File: config.mk
export PLATFORM = sky130hd
export DESIGN_NAME = dcache_ctrl
export DESIGN_NICKNAME = d
export VERILOG_FILES = /design/src/rtl/dcache_pkg.sv /design/src/rtl/dcache_array.sv /design/src/rtl/dcache_ctrl.sv
export SDC_FILE = /design/constraint.sdc
export NUM_CORES = 1
export LEC_CHECK = 0
export CORE_MARGIN = 2
export CORE_UTILIZATION = 50
export CTS_CLUSTER_DIAMETER = 50
export DETAILED_ROUTE_END_ITERATION = 8
export DONT_BUFFER_PORTS = 1
export PLACE_DENSITY = 0.72
export SLEW_MARGIN = 25
export SYNTH_ARGS = -nofsm -noshare
export SYNTH_HDL_FRONTEND = slang
export SYNTH_SLANG_ARGS = --single-unit
export TNS_END_PERCENT = 100
File: constraint.sdc
create_clock -name CLK -period 7.8 [get_ports CLK]
set_input_delay 1.56 -clock CLK [delete_from_list [all_inputs] [get_ports CLK]]
set_output_delay 1.56 -clock CLK [all_outputs]
set_load 0.005 [all_outputs]
File: src/rtl/dcache_pkg.sv
// Shared types and geometry for the direct-mapped data cache.
// Latency: n/a (declarations only).
// Backpressure: n/a.
package dcache_pkg;

    localparam int DATA_W      = 8;
    localparam int ADDR_W      = 8;
    localparam int NUM_BLOCKS  = 8;
    localparam int BLOCK_BYTES = 4;
    localparam int IDX_W       = $clog2(NUM_BLOCKS);
    localparam int OFF_W       = $clog2(BLOCK_BYTES);
    localparam int TAG_W       = ADDR_W - IDX_W - OFF_W;
    localparam int BLK_W       = 32;
    localparam int MADDR_W     = TAG_W + IDX_W;

    typedef enum logic [1:0] {
        ST_IDLE      = 2'd0,
        ST_WRITEBACK = 2'd1,
        ST_FETCH     = 2'd2,
        ST_UPDATE    = 2'd3
    } state_e;

    // Pick byte 'off' out of a block; byte 0 lives in the low bits.
    function automatic logic [DATA_W-1:0] byte_sel(input logic [BLK_W-1:0] blk,
                                                   input logic [OFF_W-1:0] off);
        return blk[{off, 3'b000} +: DATA_W];
    endfunction

endpackage

File: src/rtl/dcache_array.sv
// Valid/dirty/tag/data storage for the cache lines.
// Latency: combinational read, writes land on the next posedge.
// Backpressure: none; a line fill takes priority over a byte write.
module dcache_array
    import dcache_pkg::*;
(
    input  logic              clk_i,
    input  logic              rst_i,
    input  logic [IDX_W-1:0]  idx_i,
    output logic              valid_o,
    output logic              dirty_o,
    output logic [TAG_W-1:0]  tag_o,
    output logic [BLK_W-1:0]  data_o,
    input  logic              byte_we_i,
    input  logic [OFF_W-1:0]  off_i,
    input  logic [DATA_W-1:0] byte_i,
    input  logic              fill_we_i,
    input  logic [TAG_W-1:0]  fill_tag_i,
    input  logic [BLK_W-1:0]  fill_data_i
);

    logic [NUM_BLOCKS-1:0] valid_q;
    logic [NUM_BLOCKS-1:0] dirty_q;
    logic [TAG_W-1:0]      tag_q  [NUM_BLOCKS];
    logic [BLK_W-1:0]      data_q [NUM_BLOCKS];

    assign valid_o = valid_q[idx_i];
    assign dirty_o = dirty_q[idx_i];
    assign tag_o   = tag_q[idx_i];
    assign data_o  = data_q[idx_i];

    // Line state bits: cleared by reset, set clean by a fill, marked dirty by a store.
    always_ff @(posedge clk_i) begin
        if (rst_i) begin
            valid_q <= '0;
            dirty_q <= '0;
        end else if (fill_we_i) begin
            valid_q[idx_i] <= 1'b1;
            dirty_q[idx_i] <= 1'b0;
        end else if (byte_we_i) begin
            dirty_q[idx_i] <= 1'b1;
        end
    end

    // Tag and data payload; contents are meaningless until the valid bit is set.
    always_ff @(posedge clk_i) begin
        if (fill_we_i) begin
            data_q[idx_i] <= fill_data_i;
            tag_q[idx_i]  <= fill_tag_i;
        end else if (byte_we_i) begin
            data_q[idx_i][{off_i, 3'b000} +: DATA_W] <= byte_i;
        end
    end

endmodule

File: src/rtl/dcache_ctrl.sv
// Direct-mapped write-back write-allocate data cache controller.
// Latency: hits complete same cycle; miss = [WB] + fetch + 1 update + 1 hit cycle.
// Backpressure: BUSYWAIT stalls the CPU on a miss; MEM_BUSYWAIT stretches memory ops.
module dcache_ctrl
    import dcache_pkg::*;
(
    input  logic               CLK,
    input  logic               RESET,
    input  logic               READ,
    input  logic               WRITE,
    input  logic [ADDR_W-1:0]  ADDRESS,
    input  logic [DATA_W-1:0]  WRITEDATA,
    output logic [DATA_W-1:0]  READDATA,
    output logic               BUSYWAIT,
    output logic               MEM_READ,
    output logic               MEM_WRITE,
    output logic [MADDR_W-1:0] MEM_ADDRESS,
    output logic [BLK_W-1:0]   MEM_WRITEDATA,
    input  logic [BLK_W-1:0]   MEM_READDATA,
    input  logic               MEM_BUSYWAIT
);

    state_e state_q, state_d;
    logic [BLK_W-1:0] fill_q, fill_d;

    logic [TAG_W-1:0] req_tag;
    logic [IDX_W-1:0] req_idx;
    logic [OFF_W-1:0] req_off;
    logic             line_valid, line_dirty, hit, req, byte_we, fill_we;
    logic [TAG_W-1:0] line_tag;
    logic [BLK_W-1:0] line_data;

    assign {req_tag, req_idx, req_off} = ADDRESS;
    assign hit = line_valid & (line_tag == req_tag);
    assign req = READ | WRITE;

    dcache_array u_array (
        .clk_i       (CLK),
        .rst_i       (RESET),
        .idx_i       (req_idx),
        .valid_o     (line_valid),
        .dirty_o     (line_dirty),
        .tag_o       (line_tag),
        .data_o      (line_data),
        .byte_we_i   (byte_we),
        .off_i       (req_off),
        .byte_i      (WRITEDATA),
        .fill_we_i   (fill_we),
        .fill_tag_i  (req_tag),
        .fill_data_i (fill_q)
    );

    // State register; reset abandons any in-flight memory op.
    always_ff @(posedge CLK) begin
        if (RESET) state_q <= ST_IDLE;
        else       state_q <= state_d;
    end

    // Fill buffer captures the fetched block on the completing edge.
    always_ff @(posedge CLK) begin
        fill_q <= fill_d;
    end

    // Next state, CPU-side responses and memory-side strobes.
    always_comb begin
        state_d       = state_q;
        fill_d        = fill_q;
        BUSYWAIT      = 1'b0;
        READDATA      = '0;
        MEM_READ      = 1'b0;
        MEM_WRITE     = 1'b0;
        MEM_ADDRESS   = '0;
        MEM_WRITEDATA = '0;
        byte_we       = 1'b0;
        fill_we       = 1'b0;
        case (state_q)
            ST_IDLE: begin
                BUSYWAIT = req & ~hit;
                // A combined read+write is a store: no load data returned.
                if (READ && !WRITE) READDATA = byte_sel(line_data, req_off);
                byte_we = WRITE & hit;
                if (req && !hit)
                    state_d = (line_valid && line_dirty) ? ST_WRITEBACK : ST_FETCH;
            end
            ST_WRITEBACK: begin
                BUSYWAIT      = 1'b1;
                MEM_WRITE     = 1'b1;
                MEM_ADDRESS   = {line_tag, req_idx};
                MEM_WRITEDATA = line_data;
                if (!MEM_BUSYWAIT) state_d = ST_FETCH;
            end
            ST_FETCH: begin
                BUSYWAIT    = 1'b1;
                MEM_READ    = 1'b1;
                MEM_ADDRESS = {req_tag, req_idx};
                if (!MEM_BUSYWAIT) begin
                    fill_d  = MEM_READDATA;
                    state_d = ST_UPDATE;
                end
            end
            ST_UPDATE: begin
                BUSYWAIT = 1'b1;
                fill_we  = 1'b1;
                state_d  = ST_IDLE;
            end
            default: state_d = ST_IDLE;
        endcase
    end

endmodule
Word level (Yosys, flattened, before mapping). Memory sizes are Yosys's and may differ from the RTL's. Index checks and enable logic that the tools add are counted.

Muxes and demuxes: 59. Shifts and indexed selects: 3. Add/sub/neg operators: 1. Eq/ne operators: 7. Reductions and logical operators: 11. Magnitude comparators: 2. Bitwise gates (word level): 42.

Operators with widths (number): $mux 32 (2); $mux 1 (43); $or 1x1->1 (33); $mux 8 (4); $shift 8x7->32 const A (1); $shiftx 32x6->8 (1); $shiftx 8x7->32 (1); $or 8x8->8 (2); $pmux 6 s2 (1); $and 8x8->8 (1); $mux 2 (4); $not 8->8 (1); $pmux 2 s4 (1); $neg 5->7 (1); $bmux 1 s3 (2); $ne 2x2->1 const B (3); $eq 2x2->1 const B (2); $logic_and 1x1->1 (4); $lt 3x4->1 const B (1); $and 1x1->1 (3); $demux 1 s3 (1); $eq 3x3->1 (1); $ge 3x1->1 const B (1); $reduce_and 3->1 (1); 8 further kinds (10).

Logic and storage cells: 131. Flip-flop bits (word level): 50. RAM bits: 280. Output and inout bits: 49. Memories: 2.

Memory list: u_array.data_q (words 8, bits a word 32, read ports 1, clocked after memory_dff 0, write ports 1, line dcache_array.sv:25) `logic [BLK_W-1:0] data_q [NUM_BLOCKS];`; u_array.tag_q (words 8, bits a word 3, read ports 1, clocked after memory_dff 0, write ports 1, line dcache_array.sv:24) `logic [TAG_W-1:0] tag_q [NUM_BLOCKS];`.

Longest topological paths before layout.
Depth in word-level cells: 9. Depth in mapped cells: 10. Depth with buffers taken out: 6.

Modules after synthesis. From an unflattened synthesis, not the netlist that was laid out.

Cells, all modules: 717. Area total of the unflattened synthesis: 13927.1 µm².

By module, submodules not included: dcache_array (cells an instance 590, area each 12171.7 µm², instances 1); dcache_ctrl (cells an instance 127, area each 1755.4 µm², instances 1).

Least setup slack after synthesis. No wires, ideal clock.

Path type: input to output. Start: input ADDRESS[2]. End: output READDATA[6]. Data required time: 6.240 ns. Buffers on the path: 3. Cell stages on the path: 8. Arrival time: 3.462 ns. Slack: 2.778 ns. Cell sequence: buf_4 > buf_4 > buf_2 > mux2_2 > a221oi_1 > o21ai_0 > mux4_2 > and2_1.

Cells in the longest elaborated chain, start to end: 4.

Ends and longest elaborated chain: from (decl) (line dcache_ctrl.sv:11) `input logic [ADDR_W-1:0] ADDRESS,`; $mem_v2 8x32; $shiftx 32x6->8 (line dcache_pkg.sv:26) `return blk[{off, 3'b000} +: DATA_W];`; $mux 8 (line dcache_ctrl.sv:80) `if (READ && !WRITE) READDATA = byte_sel(line_data, req_off);`; $mux 8 (line dcache_ctrl.sv:76) `case (state_q)`; to (decl) (line dcache_ctrl.sv:13) `output logic [DATA_W-1:0] READDATA,`.

No other way between the ends.

Final worst setup path.
Start: input ADDRESS[4]. End: output READDATA[2].

The elaborated chain is that of the path after synthesis.

==> impl_metrics.prom <==
# TYPE chip_impl_metric gauge
chip_impl_info{name="run_status",value="finished, final reports clean"} 1
chip_impl_info{name="clock_tree_from_tritoncts",value="built"} 1
chip_impl_metric{name="power-per-cell-area",unit="nW/um2"} 260
chip_impl_metric{name="cpPeakStageDelay",unit="ps"} 820
chip_impl_metric{name="cts-htree-levels",unit=""} 2
chip_impl_metric{name="drt-pass1-iter-count",unit=""} 6
chip_impl_info{name="most_common_library_cell_in_the_layout_ignoring_fill_and_taps",value="sky130_fd_sc_hd__edfxtp_1"} 1
chip_impl_metric{name="synth_seq_cells",unit=""} 330
chip_impl_metric{name="dp_hpwl",unit="mm"} 24.8
chip_impl_metric{name="placement.cell_area",unit="um2"} 14500
chip_impl_metric{name="worstPathArrival",unit="ps"} 3960
chip_impl_metric{name="drv_cap",unit=""} 0
chip_impl_metric{name="fin_total_pwr",unit="mW"} 4.06
chip_impl_metric{name="timing.slew.headroom",unit="%"} 29.4
chip_impl_metric{name="groute.usage.overall",unit="%"} 25.2
chip_impl_metric{name="vdd_ir_drop_max",unit="mV"} 0.204
chip_impl_metric{name="setup_total_negative_slack",unit="ps"} 0
chip_impl_metric{name="drc",unit=""} 0
chip_impl_metric{name="fin_crit_sh",unit="%"} 70.7
chip_impl_metric{name="ctsHoldBuffers",unit=""} 0
chip_impl_metric{name="sequentialPowerShare",unit="%"} 50.4
chip_impl_metric{name="ys.warnings.count",unit=""} 0
chip_impl_metric{name="n_antenna_cell",unit=""} 0
chip_impl_info{name="post_synth_main_area_contributors",value="sky130_fd_sc_hd__edfxtp_1 66%, sky130_fd_sc_hd__mux4_2 4.7%, sky130_fd_sc_hd__mux2i_1 4.3%"} 1
chip_impl_metric{name="fp.coreArea",unit="um2"} 27900
chip_impl_info{name="sequence_of_cells_on_the_critical_path",value="inv_2, nor2_1, a221oi_1, o22a_1, mux4_2, nor2_1"} 1
chip_impl_info{name="crit_path_top_delay_cell",value="sky130_fd_sc_hd__nor2_1"} 1
chip_impl_metric{name="flow.area_growth_from_synthesis",unit="%"} 9.58
chip_impl_metric{name="vias_per_cell",unit=""} 6.58
chip_impl_metric{name="unique_cell_type_count_in_the_yosys_netlist",unit=""} 59
chip_impl_metric{name="synthesis.area_per_instance",unit="um2"} 15.3
chip_impl_metric{name="first_iter_violations",unit=""} 1253
chip_impl_metric{name="number_of_buffers_inserted_by_post_cts_setup_repair",unit=""} 0
chip_impl_metric{name="clock.fmax",unit="MHz"} 181
chip_impl_metric{name="synth_async_sr_flop_share",unit="%"} 0
chip_impl_metric{name="p_comb_share",unit="%"} 9.5
chip_impl_info{name="crit_top_cell",value="sky130_fd_sc_hd__nor2_1"} 1
chip_impl_metric{name="synth_seq_area_share",unit="%"} 68.2
chip_impl_info{name="holdCritPathClass",value="flip-flop to flip-flop"} 1
chip_impl_metric{name="grt_start_max_net_pins",unit=""} 84
chip_impl_metric{name="p_leak",unit="nW"} 5.11
chip_impl_metric{name="syn-cell-area",unit="um2"} 14300
chip_impl_metric{name="maxSlewViolCount",unit=""} 0
chip_impl_metric{name="yosysTopAreaCellShare",unit="%"} 65.7
chip_impl_info{name="worstSetupEndpointType",value="output port"} 1
chip_impl_metric{name="die-height",unit="um"} 173
chip_impl_metric{name="hold-worst-slack",unit="ps"} 475
chip_impl_metric{name="grt_first_pass_wirelength",unit="mm"} 55.3
chip_impl_metric{name="data_required_time_of_the_critical_path",unit="ps"} 6240
chip_impl_metric{name="grt_pass1_vias",unit=""} 8279
chip_impl_metric{name="tritoncts_num_sinks",unit=""} 330
chip_impl_metric{name="finish.instance_area",unit="um2"} 15600
chip_impl_info{name="synthFlopType",value="sky130_fd_sc_hd__edfxtp_1"} 1
chip_impl_metric{name="floorplan.die_area",unit="um2"} 29900
chip_impl_metric{name="layout.nets",unit=""} 976
chip_impl_info{name="most-common-layout-cells",value="312 x sky130_fd_sc_hd__edfxtp_1, 65 x sky130_fd_sc_hd__nor2_1, 63 x sky130_fd_sc_hd__nand2_1, 61 x sky130_fd_sc_hd__mux2i_1, 40 x sky130_fd_sc_hd__inv_1"} 1
chip_impl_metric{name="clock_path_buffers",unit=""} 3
chip_impl_metric{name="cts_buffers",unit=""} 37
chip_impl_info{name="rsz0062_at_grt",value="false"} 1
chip_impl_metric{name="std_cell_rows",unit=""} 61
chip_impl_metric{name="final_antenna_net_count",unit=""} 0
chip_impl_metric{name="share_of_final_layout_standard_cells_stronger_than_drive_strength_1",unit="%"} 17.0
chip_impl_metric{name="place.gp.congestion",unit=""} 0.953
chip_impl_info{name="criticalPathCategory",value="input pin to output port"} 1
chip_impl_metric{name="synth_cells",unit=""} 931
chip_impl_metric{name="antenna_found_initial",unit=""} 0
chip_impl_metric{name="synthesis.nets",unit=""} 994
chip_impl_metric{name="postLayoutCoreUtil",unit="%"} 55.9
chip_impl_metric{name="num_vias",unit=""} 8610
chip_impl_metric{name="wl",unit="mm"} 38.0
chip_impl_info{name="cts_root_buffer",value="sky130_fd_sc_hd__clkbuf_16"} 1
chip_impl_metric{name="worstPathMaxFanout",unit=""} 61
chip_impl_metric{name="floorplan.initialDensity",unit="%"} 51.0
chip_impl_metric{name="internal-power",unit="mW"} 3.12
chip_impl_metric{name="io_pins",unit=""} 102
chip_impl_metric{name="grt-ovfl-total",unit=""} 0
chip_impl_metric{name="synth-edff-count",unit=""} 312
chip_impl_metric{name="chipWidth",unit="um"} 173
chip_impl_metric{name="setup_violations",unit=""} 0
chip_impl_metric{name="power.switching_fraction",unit="%"} 23.3
chip_impl_metric{name="cts_repair_resize_count",unit=""} 0
chip_impl_info{name="setup.worst_path.start_class",value="input pin"} 1
chip_impl_metric{name="finalHoldViolations",unit=""} 0
chip_impl_metric{name="power.switching",unit="mW"} 0.945
chip_impl_metric{name="skew",unit="ps"} 13.8
chip_impl_info{name="synth_top_cell_by_area",value="sky130_fd_sc_hd__edfxtp_1"} 1
chip_impl_metric{name="port_buffers",unit=""} 0
chip_impl_metric{name="relative_contribution_of_the_clock_network_to_total_power",unit="%"} 40.1
chip_impl_metric{name="clk_latency_worst_skew_pair",unit="ps"} 520
chip_impl_metric{name="fin_crit",unit="ps"} 5520
chip_impl_metric{name="worstMarginPinSlew",unit="ps"} 1060
chip_impl_metric{name="path_clk_slew",unit="ps"} 50
chip_impl_metric{name="routed_wire_length_per_instance",unit="um"} 29.0
chip_impl_metric{name="filler_cell_count",unit=""} 2204
layer usage:
layer | track usage [%] | up-vias | wire length (um)
met1 | 33.7 | 4281 | 14400
met3 | 9.56 | 103 | 5190
met4 | 6.64 | 0 | 1160
met5 | 0 | - | 0
li1 | - | 3583 | -
met2 | 38.9 | 643 | 17200
area by class of cell:
| class | count | area [um2] | share of cell area [%] |
|---|---|---|---|
| clock inverter | 14 | 160 | 1.02 |
| clock buffer | 43 | 948 | 6.07 |
| inverter | 44 | 165 | 1.06 |
| tap | 378 | 473 | 3.03 |
| multi-input combinational | 493 | 4090 | 26.1 |
| sequential | 330 | 9730 | 62.3 |
| timing repair buffer | 7 | 65.1 | 0.416 |
worst paths after layout:
kind | cells after the start | slack, ps | start | to
worst max-delay path | 6 | 2280 | ADDRESS[4] | READDATA[2]
worst max register to register | 6 | 4630 | u_array.tag_q[5][2] | u_array.data_q[5][16]
worst min-delay path | 2 | 480 | u_array.valid_q[4] | u_array.valid_q[4]
worst min register to register | 2 | 480 | u_array.valid_q[4] | u_array.valid_q[4]
synthesized netlist by cell type (2+ instances only):
cell type,number
sky130_fd_sc_hd__inv_1,40
sky130_fd_sc_hd__nor3b_1,6
sky130_fd_sc_hd__nor2b_1,5
sky130_fd_sc_hd__o221ai_1,4
sky130_fd_sc_hd__a22oi_1,19
sky130_fd_sc_hd__dfxtp_1,18
sky130_fd_sc_hd__mux2i_1,61
sky130_fd_sc_hd__o22a_1,5
sky130_fd_sc_hd__nor3_1,2
sky130_fd_sc_hd__a31o_2,34
sky130_fd_sc_hd__o32ai_2,2
sky130_fd_sc_hd__edfxtp_1,312
sky130_fd_sc_hd__o211ai_1,2
sky130_fd_sc_hd__a21oi_1,11
sky130_fd_sc_hd__clkbuf_1,33
sky130_fd_sc_hd__o21a_1,2
sky130_fd_sc_hd__and3_1,4
sky130_fd_sc_hd__mux2_2,19
sky130_fd_sc_hd__buf_2,18
sky130_fd_sc_hd__nand2b_1,8
sky130_fd_sc_hd__o31a_1,3
sky130_fd_sc_hd__a221o_1,3
sky130_fd_sc_hd__buf_1,6
sky130_fd_sc_hd__o22ai_1,10
sky130_fd_sc_hd__buf_6,3
sky130_fd_sc_hd__nor2_1,66
sky130_fd_sc_hd__nand2_1,63
sky130_fd_sc_hd__mux4_2,30
sky130_fd_sc_hd__ha_1,10
sky130_fd_sc_hd__nor4_1,7
sky130_fd_sc_hd__buf_4,4
sky130_fd_sc_hd__nand3_1,2
sky130_fd_sc_hd__and2_1,28
sky130_fd_sc_hd__clkinv_1,2
sky130_fd_sc_hd__inv_2,2
sky130_fd_sc_hd__a22o_1,12
sky130_fd_sc_hd__a211oi_1,2
sky130_fd_sc_hd__nor4_4,5
sky130_fd_sc_hd__a21boi_0,2
sky130_fd_sc_hd__a221oi_1,37
sky130_fd_sc_hd__o21ai_0,11
registers in the layout (all words and copies together), names as in the netlist, named ones only:
name,count
fill_q,32
u_array.valid_q,8
u_array.tag_q,24
state_q,2
u_array.data_q,256
power by group through the flow:
stage               clock, mW  combinational (mW)  sequential [mW]
floorplan                   0               0.273             2.08
global placement            0               0.362             2.08
detailed placement          0               0.368             2.08
CTS                      1.63               0.370             2.05
global route             1.71               0.412             2.05
finish                   1.63               0.387             2.05
cell families after synthesis:
logic type	count (synthesis)	share of synthesized area, %
flops	330	68.2
mux	110	10.5
fa+ha+maj	10	0.877
compound gates	169	9.69
buf+inv	108	3.26
simple gates	204	7.42
worst max-delay path, delay by kind of cell:
family / cells / cell delay, ps
AO/OA/AOI/OAI: 2 / 530
buffers and inverters: 1 / 170
multiplexers: 1 / 480
AND/OR/NAND/NOR: 2 / 1160
per-stage QoR:
stage | std cells | worst slack, ps
6_report | 1309 | 2280
5_1_grt | 1309 | 2240
4_1_cts | 1308 | 2440
3_3_place_gp | 1251 | 2530
3_5_place_dp | 1251 | 2420
2_1_floorplan | 931 | 2780
(Power assumes the default switching activity.)
==> RTL edit 1 (same settings) <==
Encoding of `state_e`: now one-hot (4 bits for 4 states).
--- a/src/rtl/dcache_pkg.sv
+++ b/src/rtl/dcache_pkg.sv
@@ -13,11 +13,11 @@
     localparam int BLK_W       = 32;
     localparam int MADDR_W     = TAG_W + IDX_W;
 
-    typedef enum logic [1:0] {
-        ST_IDLE      = 2'd0,
-        ST_WRITEBACK = 2'd1,
-        ST_FETCH     = 2'd2,
-        ST_UPDATE    = 2'd3
+    typedef enum logic [3:0] {
+        ST_IDLE      = 4'b0001,
+        ST_WRITEBACK = 4'b0010,
+        ST_FETCH     = 4'b0100,
+        ST_UPDATE    = 4'b1000
     } state_e;
 
     // Pick byte 'off' out of a block; byte 0 lives in the low bits.
Formal check against the unedited RTL: same outputs for any inputs over 4 cycles, from zero or initial values and one cycle with RESET high; so few cycles prove little.
==> RTL edit 1 against the unedited design <==
Register-to-register slack worse by 0.31 ns; synthesized area down 2.6%; highest routed layer unchanged; worst setup slack worse by 0.067 ns; non-clock buffer count down 2; wire length down 7.0%; count of clock-buffer cells in the layout unchanged; worst hold slack better by 0.0034 ns; final area down 2.1%; maximum frequency down 1.2%; sequential cell count up 2.
Power is not compared: it rests on default switching activity, and its combinational part moved more than twofold at a synthesized area within 25%.
==> RTL edit 1: results (changes against the unedited design) <==
| Metric | Value |
|---|---|
| Switching Share | 21.10% |
| Port buffer count | 0 (unchanged) |
| Largest regs | u_array.data_q x256, fill_q x32, u_array.tag_q x24 (unchanged) |
| Fillers | 2142 (was 2204) |
| Largest net degree at the start of global routing | 94 (was 84) |
| Buffer count from post-CTS setup fixing | 0 (unchanged) |
| Main synth FF type | edfxtp_1 (unchanged) |
| Yosys warnings | 0 (unchanged) |
| Critical-path top delay cell | nor2_1 (unchanged) |
| Number of CTS-inserted buffers | 35 (was 37) |
| Area after DPL | 14200 µm² (was 14500 µm²) |
| Routed len/inst | 26.54 µm (was 29.01 µm) |
| CP max FO | 66 (was 61) |
| Number of global-route vias before repair | 7952 (was 8279) |
| Synth unique cells | 55 (was 59) |
| Root buffer cell | clkbuf_16 (unchanged) |
| Synth cell count leaders | edfxtp_1 (312), nor2_1 (126), mux2i_1 (79) (was edfxtp_1 (312), nor2_1 (66), nand2_1 (63)) |
| CTS Buffer Depth | 3 (unchanged) |
| Antenna violations before repair | 2 (was 0) |
| H-Tree Depth | 2 (unchanged) |
| Vias | 8271 (was 8610) |
| Tot GR Track Use | 24.44% (was 25.16%) |
| RD Place Congestion | 0.9380 (was 0.9526) |
| Tightest Pin Transition | 1.109 ns (was 1.057 ns) |
| Clk_skew | 0.01275 ns (was 0.01377 ns) |
| Post-synth EDFFs | 312 (unchanged) |
| Resized Gates After CTS | 0 (unchanged) |
| First-pass GRT wire length | 50.93 mm (was 55.34 mm) |
| Syn nets | 987 (was 994) |
| Status | completed (unchanged) |
| Drt first pass iters | 6 (unchanged) |
| Synth area leaders | edfxtp_1 (67%), mux2i_1 (5.7%), mux4_2 (4.1%) (was edfxtp_1 (66%), mux4_2 (4.7%), mux2i_1 (4.3%)) |
| Leak Pwr | 5.195 nW |
| Family with the most delay on the worst path | simple AND/OR/NAND/NOR gates (unchanged) |
| Sequential fraction of the synthesis area | 70.30% (was 68.23%) |
| Async S/R FF share, synth | 0% (unchanged) |
| Worst-Skew Late Latency | 0.52 ns (about the same) |
| Share of cells above drive strength 1 | 12.74% (was 16.97%) |
| Fin nets | 984 (was 976) |
| Setup TNS | 0 ns (unchanged) |
| Initial DRC Count | 1259 (was 1253) |
| DP Wirelength | 23.25 mm (was 24.80 mm) |
| Clock-pin slew on the worst setup and hold paths | 0.06 ns |
| Critical path's largest stage delay | 0.63 ns (was 0.82 ns) |
| Hold Path Cell Cnt | 2 (unchanged) |
| Worst Hold Class | flop to flop (unchanged) |
| Reg2Reg Depth | 4 (was 6) |
| VDD IR max | 0.0002411 V |
RTL edit 1: changes by cell type in the layout (fill, tap and decap cells not counted), moves of 6 or more:
cell / before / now
nor3_1: 1 / 14
clkinv_2: 1 / 7
a21oi_1: 11 / 20
nor2_1: 65 / 124
a221oi_1: 37 / 19
a31oi_1: 0 / 11
and2_1: 28 / 8
a31o_2: 34 / 0
mux2_2: 19 / 28
a22oi_1: 19 / 27
mux2i_1: 61 / 79
RTL edit 1: stage by stage:
stage	setup WS, ns	util [%]	power (mW)	std cells
2_1_floorplan	2.641	-	2.131	929
3_3_place_gp	2.433	51.53	2.158	1267
3_5_place_dp	2.321	51.56	2.161	1267
4_1_cts	2.323	55.47	3.704	1328
5_1_grt	2.149	55.48	3.793	1328
6_report	2.216	55.50	3.697	1330
RTL edit 1: path summary, 6_finish.rpt:
path | from | slack, ns | end
setup reg to reg | state_q[0]$_SDFFE_PP1P_ | 4.32 | u_array.data_q[6][20]$_DFFE_PP_
hold / removal | u_array.valid_q[6]$_SDFFE_PP0P_ | 0.48 | u_array.valid_q[6]$_SDFFE_PP0P_
setup / recovery | ADDRESS[4] | 2.22 | READDATA[3]
hold reg to reg | u_array.valid_q[6]$_SDFFE_PP0P_ | 0.48 | u_array.valid_q[6]$_SDFFE_PP0P_
RTL edit 1: area by class of cell:
type | instances | area, µm² | area share (%)
antenna | 2 | 5.005 | 0.03273
clock buffer | 43 | 958.4 | 6.267
clock inverter | 18 | 118.9 | 0.7773
inverter | 39 | 146.4 | 0.9573
multi-input combinational | 513 | 3784 | 24.74
sequential | 332 | 9769 | 63.88
tap | 378 | 473.0 | 3.093
timing repair buffer | 5 | 37.54 | 0.2455
RTL edit 1: cell families after synthesis:
group,after synthesis,synth area share (%)
adders and majority gates,5,0.4502
xor gates and xnor gates,3,0.1891
AOI/OAI and AO/OA,130,6.627
and+or+nand+nor,243,7.816
DFF,332,70.30
buffers and inverters,84,2.602
muxes,132,12.01
RTL edit 1: metal layers:
| layer | vias up | GRT usage [%] | share of wire, % |
|---|---|---|---|
| met3 | 75 | 10.06 | 15 |
| met2 | 571 | 35.40 | 43 |
| met1 | 4088 | 34.04 | 39 |
| li1 | 3537 | - | - |
| met5 | - | 0 | 0 |
| met4 | 0 | 7.098 | 2.7 |
RTL edit 1: tightest hold or removal path, stage by stage, from the launching register on:
cell	delay (ns)
dfxtp_1	0.33
nor2_1	0.05
nor2_1	0.07
RTL edit 1: power groups by stage:
stage	Combinational, mW	Sequential (mW)	Clock, mW
floorplan	0.145	1.99	0
global placement	0.171	1.99	0
detailed placement	0.174	1.99	0
CTS	0.175	1.95	1.58
global route	0.191	1.95	1.65
finish	0.183	1.95	1.57
==> RTL edit 2 (config.mk and constraints unchanged) <==
Made on the original files. `BLK_W`: 32 -> 64.
--- a/src/rtl/dcache_pkg.sv
+++ b/src/rtl/dcache_pkg.sv
@@ -10,7 +10,7 @@
     localparam int IDX_W       = $clog2(NUM_BLOCKS);
     localparam int OFF_W       = $clog2(BLOCK_BYTES);
     localparam int TAG_W       = ADDR_W - IDX_W - OFF_W;
-    localparam int BLK_W       = 32;
+    localparam int BLK_W       = 64;
     localparam int MADDR_W     = TAG_W + IDX_W;
 
     typedef enum logic [1:0] {
Interface: changed (resized MEM_READDATA and MEM_WRITEDATA); port bits go from 102 to 166. The function was not compared with the original's and may differ.
==> RTL edit 2 against the unedited design <==
Utilization about the same; clock power up 87%; critical path depth unchanged; sequential power up 88%; count of clock-buffer cells in the layout up 38; total power up 84%; worst hold slack better by 0.0060 ns; worst setup slack better by 0.012 ns; sequential cell count up 288; wire length up 69%; register-to-register slack worse by 0.33 ns; synthesized area up 73%; final area up 75%; critical path type unchanged.
==> RTL edit 2: results (changes against the unedited design) <==
| Metric | Value |
|---|---|
| Tot GR Track Use | 25.10% (was 25.16%) |
| Multi-input gates | 777 (was 493) |
| Critical-path top delay cell | inv_1 (was nor2_1) |
| Clock Sinks | 618 (was 330) |
| Vias per inst | 6.482 (was 6.578) |
| Fin nets | 1588 (was 976) |
| Post-synth EDFFs | 600 (was 312) |
| Fraction of area in multi-input gates | 21.26% (was 26.14%) |
| Final Cell Area | 27270 µm² (was 15630 µm²) |
| Drt first pass iters | 5 (was 6) |
| Total Routed Length | 64.13 mm (was 37.98 mm) |
| Share of cells above drive strength 1 | 12.35% (was 16.97%) |
| DP Wirelength | 39.94 mm (was 24.80 mm) |
| # clk buffers | 81 (was 43) |
| Number of global-route vias before repair | 13.45k (was 8279) |
| Pre-CTS setup slack | 2.379 ns (was 2.416 ns) |
| Synth area leaders | edfxtp_1 (73%), a22oi_1 (4.2%), nor2_1 (2.5%) (was edfxtp_1 (66%), mux4_2 (4.7%), mux2i_1 (4.3%)) |
| Number of CTS-inserted buffers | 67 (was 37) |
| Placed cell count | 2086 (was 1251) |
| Sequential share of cell area | 67.38% (was 62.26%) |
| Inverters, non-clock | 10 (was 44) |
| Non-Filler Instances | 2202 (was 1309) |
| Rel. slew slack | 23.88% (was 29.38%) |
| RD Place Congestion | 0.8825 (was 0.9526) |
| Antenna violations before repair | 1 (was 0) |
| CP max FO | 83 (was 61) |
| Largest regs | u_array.data_q x512, fill_q x64, u_array.tag_q x24 (was u_array.data_q x256, fill_q x32, u_array.tag_q x24) |
| Status | completed (unchanged) |
| Family with the most delay on the worst path | buffers and inverters (was simple AND/OR/NAND/NOR gates) |
| Area after DPL | 25170 µm² (was 14500 µm²) |
| Layout clock area frac | 7.707% (was 7.094%) |
| Data buffer area share | 0.4679% (was 0.4164%) |
## RTL edit 2: final timing paths
kind                                        start                               to  slack, ns  cells past startpoint
hold reg to reg   u_array.valid_q[3]$_SDFFE_PP0P_  u_array.valid_q[3]$_SDFFE_PP0P_       0.48                      2
setup reg to reg    u_array.tag_q[7][2]$_DFFE_PP_  u_array.data_q[1][63]$_DFFE_PP_       4.30                      8
hold / removal    u_array.valid_q[3]$_SDFFE_PP0P_  u_array.valid_q[3]$_SDFFE_PP0P_       0.48                      2
setup / recovery                       ADDRESS[3]                      READDATA[7]       2.30                      6
## RTL edit 2: logic make-up after synthesis
group                      after synthesis  synth area share [%]
AOI/OAI and AO/OA                      316                 9.795
xor gates and xnor gates                 1               0.03560
adders and majority gates               12                0.6102
buffers and inverters                  100                 1.907
DFF                                    618                 74.69
muxes                                  128                 6.759
and+or+nand+nor                        320                 6.199
## RTL edit 2: power by group
| group | leakage (nW) | switching, mW | internal (mW) |
|---|---|---|---|
| clock | 1.01 | 1.28 | 1.76 |
| combinational | 1.91 | 0.409 | 0.149 |
| sequential | 5.55 | 0.0355 | 3.83 |
| total | 8.48 | 1.73 | 5.74 |
## RTL edit 2: layer usage
| metal | track usage, % | share of wire (%) | vias up |
|---|---|---|---|
| li1 | - | - | 5972 |
| met5 | 0 | 0 | - |
| met4 | 11.60 | 4.6 | 0 |
| met2 | 37.95 | 46 | 880 |
| met3 | 6.635 | 11 | 164 |
| met1 | 34.20 | 39 | 7257 |
## RTL edit 2: per-stage QoR
stage	hold slack, ns	utilization [%]	power [mW]
2_1_floorplan	0.4396	-	4.296
5_1_grt	0.4930	55.95	7.652
3_5_place_dp	0.4588	51.64	4.481
6_report	0.4814	55.95	7.466
4_1_cts	0.4730	55.95	7.473
3_3_place_gp	0.4489	51.64	4.464
